==> src/rtl/read_issue_pkg.sv <==
// Shared types and defaults for the read-stage issue controller.
package read_issue_pkg;

    typedef enum logic [1:0] {
        RUN     = 2'd0,
        DRAIN   = 2'd1,
        WAIT_PC = 2'd2
    } issue_state_t;

    localparam int NREGS_DEF  = 16;
    localparam int REG_IDX_W  = $clog2(NREGS_DEF);
    localparam int PEND_CNT_W = 2;

endpackage

==> src/rtl/read_pend_cnt.sv <==
// One per-register pending-write counter; a writeback against an empty count
// leaves it at zero and raises err for that cycle.
module read_pend_cnt
    import read_issue_pkg::*;
#(
    parameter int CNT_W = PEND_CNT_W
) (
    input  logic             cpu_clk,
    input  logic             cpu_rst,
    input  logic             inc,
    input  logic             dec,
    output logic [CNT_W-1:0] cnt,
    output logic             zero,
    output logic             max,
    output logic             one,
    output logic             err
);

    logic dec_eff;

    assign zero    = (cnt == '0);
    assign max     = &cnt;
    assign one     = (cnt == CNT_W'(1));
    assign dec_eff = dec & ~zero;
    assign err     = dec & zero;

    // Simultaneous issue and retire cancel out; the Full stall keeps inc off at max.
    always_ff @(posedge cpu_clk or negedge cpu_rst) begin
        if (!cpu_rst)
            cnt <= '0;
        else if (inc && !dec_eff)
            cnt <= cnt + 1'b1;
        else if (!inc && dec_eff)
            cnt <= cnt - 1'b1;
    end

endmodule

==> src/rtl/read_issue_ctrl.sv <==
// Issue controller ahead of register read: scoreboards in-flight writes and
// serialises control flow. Define READ_ISSUE_WB_BYPASS_EN for same-cycle writeback bypass.
module read_issue_ctrl
    import read_issue_pkg::*;
#(
    parameter int NREGS = NREGS_DEF,
    parameter int CNT_W = PEND_CNT_W
) (
    input  logic                     cpu_clk,
    input  logic                     cpu_rst,
    input  logic                     dec_valid,
    output logic                     dec_ready,
    input  logic                     read_a,
    input  logic                     read_b,
    input  logic [$clog2(NREGS)-1:0] arg_a,
    input  logic [$clog2(NREGS)-1:0] arg_b,
    input  logic                     wr_en,
    input  logic [$clog2(NREGS)-1:0] wr_reg,
    input  logic                     dec_serial,
    input  logic                     wb_en,
    input  logic [$clog2(NREGS)-1:0] wb_reg,
    input  logic                     pc_done,
    input  logic                     flush,
    output logic                     busy,
    output logic [1:0]               state_o,
    output logic                     wb_err
);

    localparam int IW = $clog2(NREGS);

`ifdef READ_ISSUE_WB_BYPASS_EN
    localparam bit WB_BYPASS = 1'b1;
`else
    localparam bit WB_BYPASS = 1'b0;
`endif

    issue_state_t state;

    logic [NREGS-1:0]            inc_v, dec_v, zero_v, max_v, one_v, err_v;
    logic [NREGS-1:0][CNT_W-1:0] cnt_v;
    logic                        haz_a, haz_b, full, drained;

    for (genvar r = 0; r < NREGS; r++) begin : g_pend
        assign inc_v[r] = dec_ready & wr_en & (wr_reg == IW'(r));
        assign dec_v[r] = wb_en & (wb_reg == IW'(r));

        read_pend_cnt #(.CNT_W(CNT_W)) u_cnt (
            .cpu_clk (cpu_clk),
            .cpu_rst (cpu_rst),
            .inc     (inc_v[r]),
            .dec     (dec_v[r]),
            .cnt     (cnt_v[r]),
            .zero    (zero_v[r]),
            .max     (max_v[r]),
            .one     (one_v[r]),
            .err     (err_v[r])
        );
    end

    // With bypass, a last pending write retiring this cycle no longer blocks.
    assign haz_a   = read_a & ~zero_v[arg_a] & ~(WB_BYPASS & one_v[arg_a] & dec_v[arg_a]);
    assign haz_b   = read_b & ~zero_v[arg_b] & ~(WB_BYPASS & one_v[arg_b] & dec_v[arg_b]);
    assign full    = wr_en & max_v[wr_reg];
    assign drained = &(zero_v | ({NREGS{WB_BYPASS}} & one_v & dec_v));
    assign busy    = ~&zero_v;
    assign state_o = state;

    assign dec_ready = (state == RUN) & dec_valid & ~haz_a & ~haz_b & ~full
                     & ~(dec_serial & busy);

    always_ff @(posedge cpu_clk or negedge cpu_rst) begin
        if (!cpu_rst) begin
            state  <= RUN;
            wb_err <= 1'b0;
        end else begin
            if (|err_v)
                wb_err <= 1'b1;
            case (state)
                RUN: begin
                    if (dec_valid && dec_serial) begin
                        if (busy)
                            state <= DRAIN;
                        else if (dec_ready)
                            state <= WAIT_PC;
                    end
                end
                DRAIN:   if (flush || drained) state <= RUN;
                WAIT_PC: if (flush || pc_done) state <= RUN;
                default: state <= RUN;
            endcase
        end
    end

endmodule

==> config.mk <==
export PLATFORM = sky130hd
export DESIGN_NAME = read_issue_ctrl
export DESIGN_NICKNAME = d
export VERILOG_FILES = /design/src/rtl/read_issue_pkg.sv /design/src/rtl/read_pend_cnt.sv /design/src/rtl/read_issue_ctrl.sv
export SDC_FILE = /design/constraint.sdc
export NUM_CORES = 1
export LEC_CHECK = 0
export BUFFER_PORTS_ARGS = -buffer_cell sky130_fd_sc_hd__buf_2
export CORE_MARGIN = 4
export CORE_UTILIZATION = 58
export DETAILED_ROUTE_END_ITERATION = 12
export PLACE_DENSITY = 0.76
export SLEW_MARGIN = 20
export SYNTH_ARGS = -nofsm -noshare
export SYNTH_HDL_FRONTEND = slang
export SYNTH_SLANG_ARGS = --single-unit
==> constraint.sdc <==
create_clock -name cpu_clk -period 5.1 [get_ports cpu_clk]
set_input_delay 0.765 -clock cpu_clk [delete_from_list [all_inputs] [get_ports cpu_clk]]
set_output_delay 0.765 -clock cpu_clk [all_outputs]
set_load 0.005 [all_outputs]
# == Word level (Yosys, flattened, before mapping) ==
# Cells that the tools add are included.
# word_totals
n_memories,0
ff_bits,35
rom_bits,0
mem_bits_rw,0
elab_cells,351
in_bits,26
latch_bits,0
# classes
n_reduce_logical,122
n_eq_ne,36
div_mod_pow,0
bitwise_logic,96
magnitude_cmp,3
addsub,32
n_mux,44
shifts,0
mul,0
# ops
operator,n
$and A1 B1 Y1,74
$mux W2,37
$eq A4 B4 Y1 const B,16
$logic_not A2 Y1,17
$logic_and A1 B1 Y1,33
$logic_not A1 Y1,33
$add A2 B1 Y2 const B,16
$eq A4 B3 Y1 const B,8
$reduce_and A2 Y1,16
$reduce_bool A2 Y1,16
$sub A2 B1 Y2 const B,16
$not A1 Y1,22
$eq A4 B2 Y1 const B,4
$reduce_and A16 Y1,1
$reduce_or A16 Y1,1
$lt A4 B5 Y1 const B,3
$bmux W1 S4,3
$eq A4 B1 Y1 const B,2
$logic_not A4 Y1,2
$pmux W2 S3,1
$ne A2 B2 Y1 const B,2
$reduce_and A4 Y1,1
$mux W1,3
$ne A3 B3 Y1 const B,1
4 further kinds,5

# == Longest topological paths before layout ==
# depth
ltp_word,16
depth_mapped,12

# == Cells and area by module ==
# From an unflattened synthesis, not the netlist that was laid out.
# hier_totals
hier_cells,355
hier_area_um2,3309.4
# modules_own_cells
mod,seq_area_each_um2,instances,area_per_inst_um2,cells_per_inst
read_pend_cnt,50.0,16,146.4,14
read_issue_ctrl,75.1,1,967.2,131

# == Worst setup path after synthesis ==
# Ideal clock, no wire load.
# synth_path
kind,input to output
from,in wr_reg[0]
to,out dec_ready
arrival_time_ns,2.195
slack_ns,2.140
path_stages,8
required_ns,4.335
path_cell_list,or2_2 clkbuf_1 o22ai_1 o311ai_1 o2111a_1 buf_2 buf_4 nor4_2
# synth_via
elab_chain_cells,6
# synth_lines
element,line,source
start: declaration,read_issue_ctrl.sv:18,"input logic [$clog2(NREGS)-1:0] wr_reg,"
$bmux W1 S4,read_issue_ctrl.sv:63,assign full = wr_en & max_v[wr_reg];
$mux W1 (implied by the code),read_issue_ctrl.sv:63,
$and A1 B1 Y1,read_issue_ctrl.sv:63,
$not A1 Y1,read_issue_ctrl.sv:68,assign dec_ready = (state == RUN) & dec_valid & ~haz_a & ~haz_b & ~full
$and A1 B1 Y1,read_issue_ctrl.sv:68,
$and A1 B1 Y1,read_issue_ctrl.sv:69,& ~(dec_serial & busy);
end: declaration,read_issue_ctrl.sv:12,"output logic dec_ready,"
# Every way passes these cells. The select of a mux whose other input is x is not followed.

# == Final worst setup path ==
# layout_path
from,in wr_reg[1]
to,out dec_ready
# The elaborated chain is that of the path after synthesis.

==> key figures <==
Setup path
  – Max stage delay on crit path: 0.78 ns
  – Worst EP arrival: approximately 2.6 ns
  – Critical path type: input pin to output pin
  – RR Endpoint: g_pend[4].u_cnt.cnt[1]
  – Crit start category: input pin
  – CP Capture Type: output pin
  – Critical path, cell by cell: buf_2, nand2_1, a21oi_1, o41ai_1, o2111a_1, nor4_2, buf_2
  – WP depth: 7
  – CP max-delay cell: o2111a_1
  – Worst r2r src: g_pend[13].u_cnt.cnt[0]
  – Worst setup path start: wr_reg[1]
  – R2R cell count: 9
  – Most frequent CP cell: buf_2
  – R2R Setup Slk: 2.15 ns
  – Crit path buffers/inverters: 2
  – CP delay by family, top: compound AO/OA/AOI/OAI gates
  – Max FO, Critical Path: 17
  – Critical Path Sink: dec_ready
  – Crit path required time: 4.34 ns

CTS
  – CTS tree: done
  – Worst-case clock buffer depth: 2
  – Worst-Skew Late Latency: 0.29 ns
  – Clock Sinks: 35
  – Postcts setup bufs: 0
  – Post-CTS Hold Buffers: 0
  – Htree depth: 2
  – CTS root buf: clkbuf_8
  – CTS resizes: 0
  – CTS Buf Count: 5
  – Clk slew on worst S/H paths: 0.07 ns

Synthesis
  – Register area share after synthesis: 0.297
  – Synth area leaders: dfrtp_1 (30%), xor2_1 (9.5%), ha_1 (6.8%)
  – Largest area contributor in the netlist: dfrtp_1
  – Synth warn: 0
  – Mean Syn Cell Area: 9.41 µm²
  – Synth Register Bits: 35
  – Syn Std Cell Area: 0.00295 mm²
  – Async set or reset register ratio after synthesis: 1.00
  – Syn nets: 355
  – Synth cell types: 49
  – EDFF count, synth: 0
  – Cells after Synth: between 300 and 400
  – Synth top area share: 0.297
  – Top_reg_cell synth: dfrtp_1

Power
  – Leakage: roughly 0.0014 µW
  – Maximum vdd drop: 0.000262 V
  – Pwr Total: 1430 µW
  – Power Density: 441 mW/mm²

Timing
  – Worst hold slack: 0.470 ns
  – Skew final: 0.00455 ns
  – Min cycle time layout: 3.36 ns
  – Final Hold Viols: 0
  – Setup_tns: 0 ns
  – Worst slew margin: 0.461
  – RSZ-0062 raised after global routing: no
  – FMAX: 0.297 GHz
  – Worst Max-Slew Pin Slew: 0.809 ns
  – Final setup fails: 0
  – Slew Limit Fails: 0
  – Tcrit/Tclk final: 0.660

Floorplanning
  – Die area: ~0.0063 mm²
  – Initial Util: 0.611
  – Height of the chip: about 79 µm
  – Rows: 25
  – Floorplan Core Area: a little under 0.005 mm²
  – # IOs: 31
  – Die width: 79.3 µm

Routing
  – Initial DRC count: ~290
  – Via Count: 2592
  – Via-to-Cell Ratio: 6.35
  – Drt pass-1 iters: 5
  – DRT Wirelength: 7830 µm
  – Antenna Nets Post-Route: 0
  – DRC violations left: 0
  – WL/cell: ~19 µm

Placed design
  – IO Port Bufs: 30
  – Placer Congestion: ~0.95
  – HPWL Detailed: between 5000 and 6000 µm

Worst hold path
  – Worst hold path class: flip-flop to flip-flop

Global routing
  – Antenna violations before repair: 0
  – First-pass GRT wire length: 13100 µm
  – Vias in the first global route: about 2.6k
  – Congestion Overflow GR: 0
  – Largest net degree at the start of global routing: 36
  – Total GRT Usage: 0.271

Cells and area
  – Share of cells above drive strength 1: 0.205
  – Final nets: roughly 380
  – Synth-to-Final Area Change: 10.4%
  – Diode count: 0

Run
  – Max_cap viols: 0

Status
  – Outcome: complete, no violations
worst min path at each step:
stage | cells after the start | endpoint | startpoint
after floorplan | 0 | g_pend[0].u_cnt.cnt[0] | cpu_rst
after global placement | 1 | state_o[0] | state_o[1]
after detailed placement | 1 | state_o[0] | state_o[1]
after CTS | 1 | state_o[0] | state_o[1]
after global routing | 1 | state_o[0] | state_o[1]
final | 1 | state_o[0] | state_o[1]
cells in the final DEF (no fill, tap or decap), types with 3 or more instances in the layout:
master / count
dfrtp_1: 35
xor2_1: 32
nand3_1: 31
buf_2: 30
nor4_1: 20
nor2_1: 20
nand2_1: 17
nor3_1: 17
xnor2_1: 16
ha_1: 16
or2_1: 13
nor4_2: 10
mux4_2: 8
a21oi_1: 6
nand4_1: 6
clkbuf_8: 6
o22ai_1: 5
inv_1: 4
nand2b_1: 4
or2_2: 4
mux2i_1: 3
nor3b_1: 3
o21ai_0: 3
registers in the layout (all words and copies together) (netlist names):
| signal | count |
|---|---|
| wb_err | 1 |
| g_pend.u_cnt.cnt | 32 |
| state_o | 2 |
routing by layer:
layer	global-route usage	wire length, µm	vias up	share of wire
met3	0.0612	470	24	0.060
met5	0	0	-	0
li1	-	-	1229	-
met2	0.431	3700	107	0.47
met4	0.0962	164	0	0.021
met1	0.361	3490	1232	0.45
Yosys cell counts, types with 4 or more instances:
| master | n |
|---|---|
| dfrtp_1 | 35 |
| nand2b_1 | 4 |
| or2_2 | 4 |
| xnor2_1 | 16 |
| nor3_1 | 17 |
| xor2_1 | 32 |
| nand4_1 | 6 |
| nor4_2 | 10 |
| ha_1 | 16 |
| nor2_1 | 20 |
| nand2_1 | 17 |
| or2_1 | 13 |
| nor4_1 | 20 |
| mux4_2 | 8 |
| inv_1 | 4 |
| a21oi_1 | 6 |
| nand3_1 | 31 |
| o22ai_1 | 5 |
| clkbuf_1 | 7 |
final cells by class:
| type | instances | area, µm² |
|---|---|---|
| flip-flops and latches | 35 | 876 |
| repair buffers | 32 | 165 |
| well taps | 67 | 83.8 |
| clock buffers | 6 | 82.6 |
| fillers | 408 | 1570 |
| clock inverters | 2 | 35.0 |
| multi-input cells | 262 | 1990 |
| inverters | 4 | 15.0 |
per-stage QoR:
stage / setup slack, ns / std cells / utilization / area [µm²]
after floorplan: 2.14 / 313 / - / 2950
after global placement: 1.78 / 400 / 0.650 / 3130
after detailed placement: 1.77 / 400 / 0.650 / 3130
after CTS: 1.59 / 408 / 0.674 / 3250
after global routing: 1.57 / 408 / 0.675 / 3250
final: 1.74 / 408 / 0.675 / 3250
where the power goes:
group,switching [µW],internal (µW)
clock network,104,158
logic,299,274
registers,201,396
logic make-up (layout without fill, tap and decap cells):
kind of cell / count (synthesis) / count (layout) / synth area share
AO/OA/AOI/OAI: 26 / 26 / 0.0641
XOR/XNOR: 48 / 48 / 0.143
adder cells (fa/ha/maj): 16 / 16 / 0.0680
buffers and inverters: 16 / 44 / 0.0272
multiplexers: 14 / 14 / 0.0879
AND/OR/NAND/NOR: 158 / 158 / 0.313
flip-flops: 35 / 35 / 0.297
No activity file was read; power rests on OpenSTA's default activity.
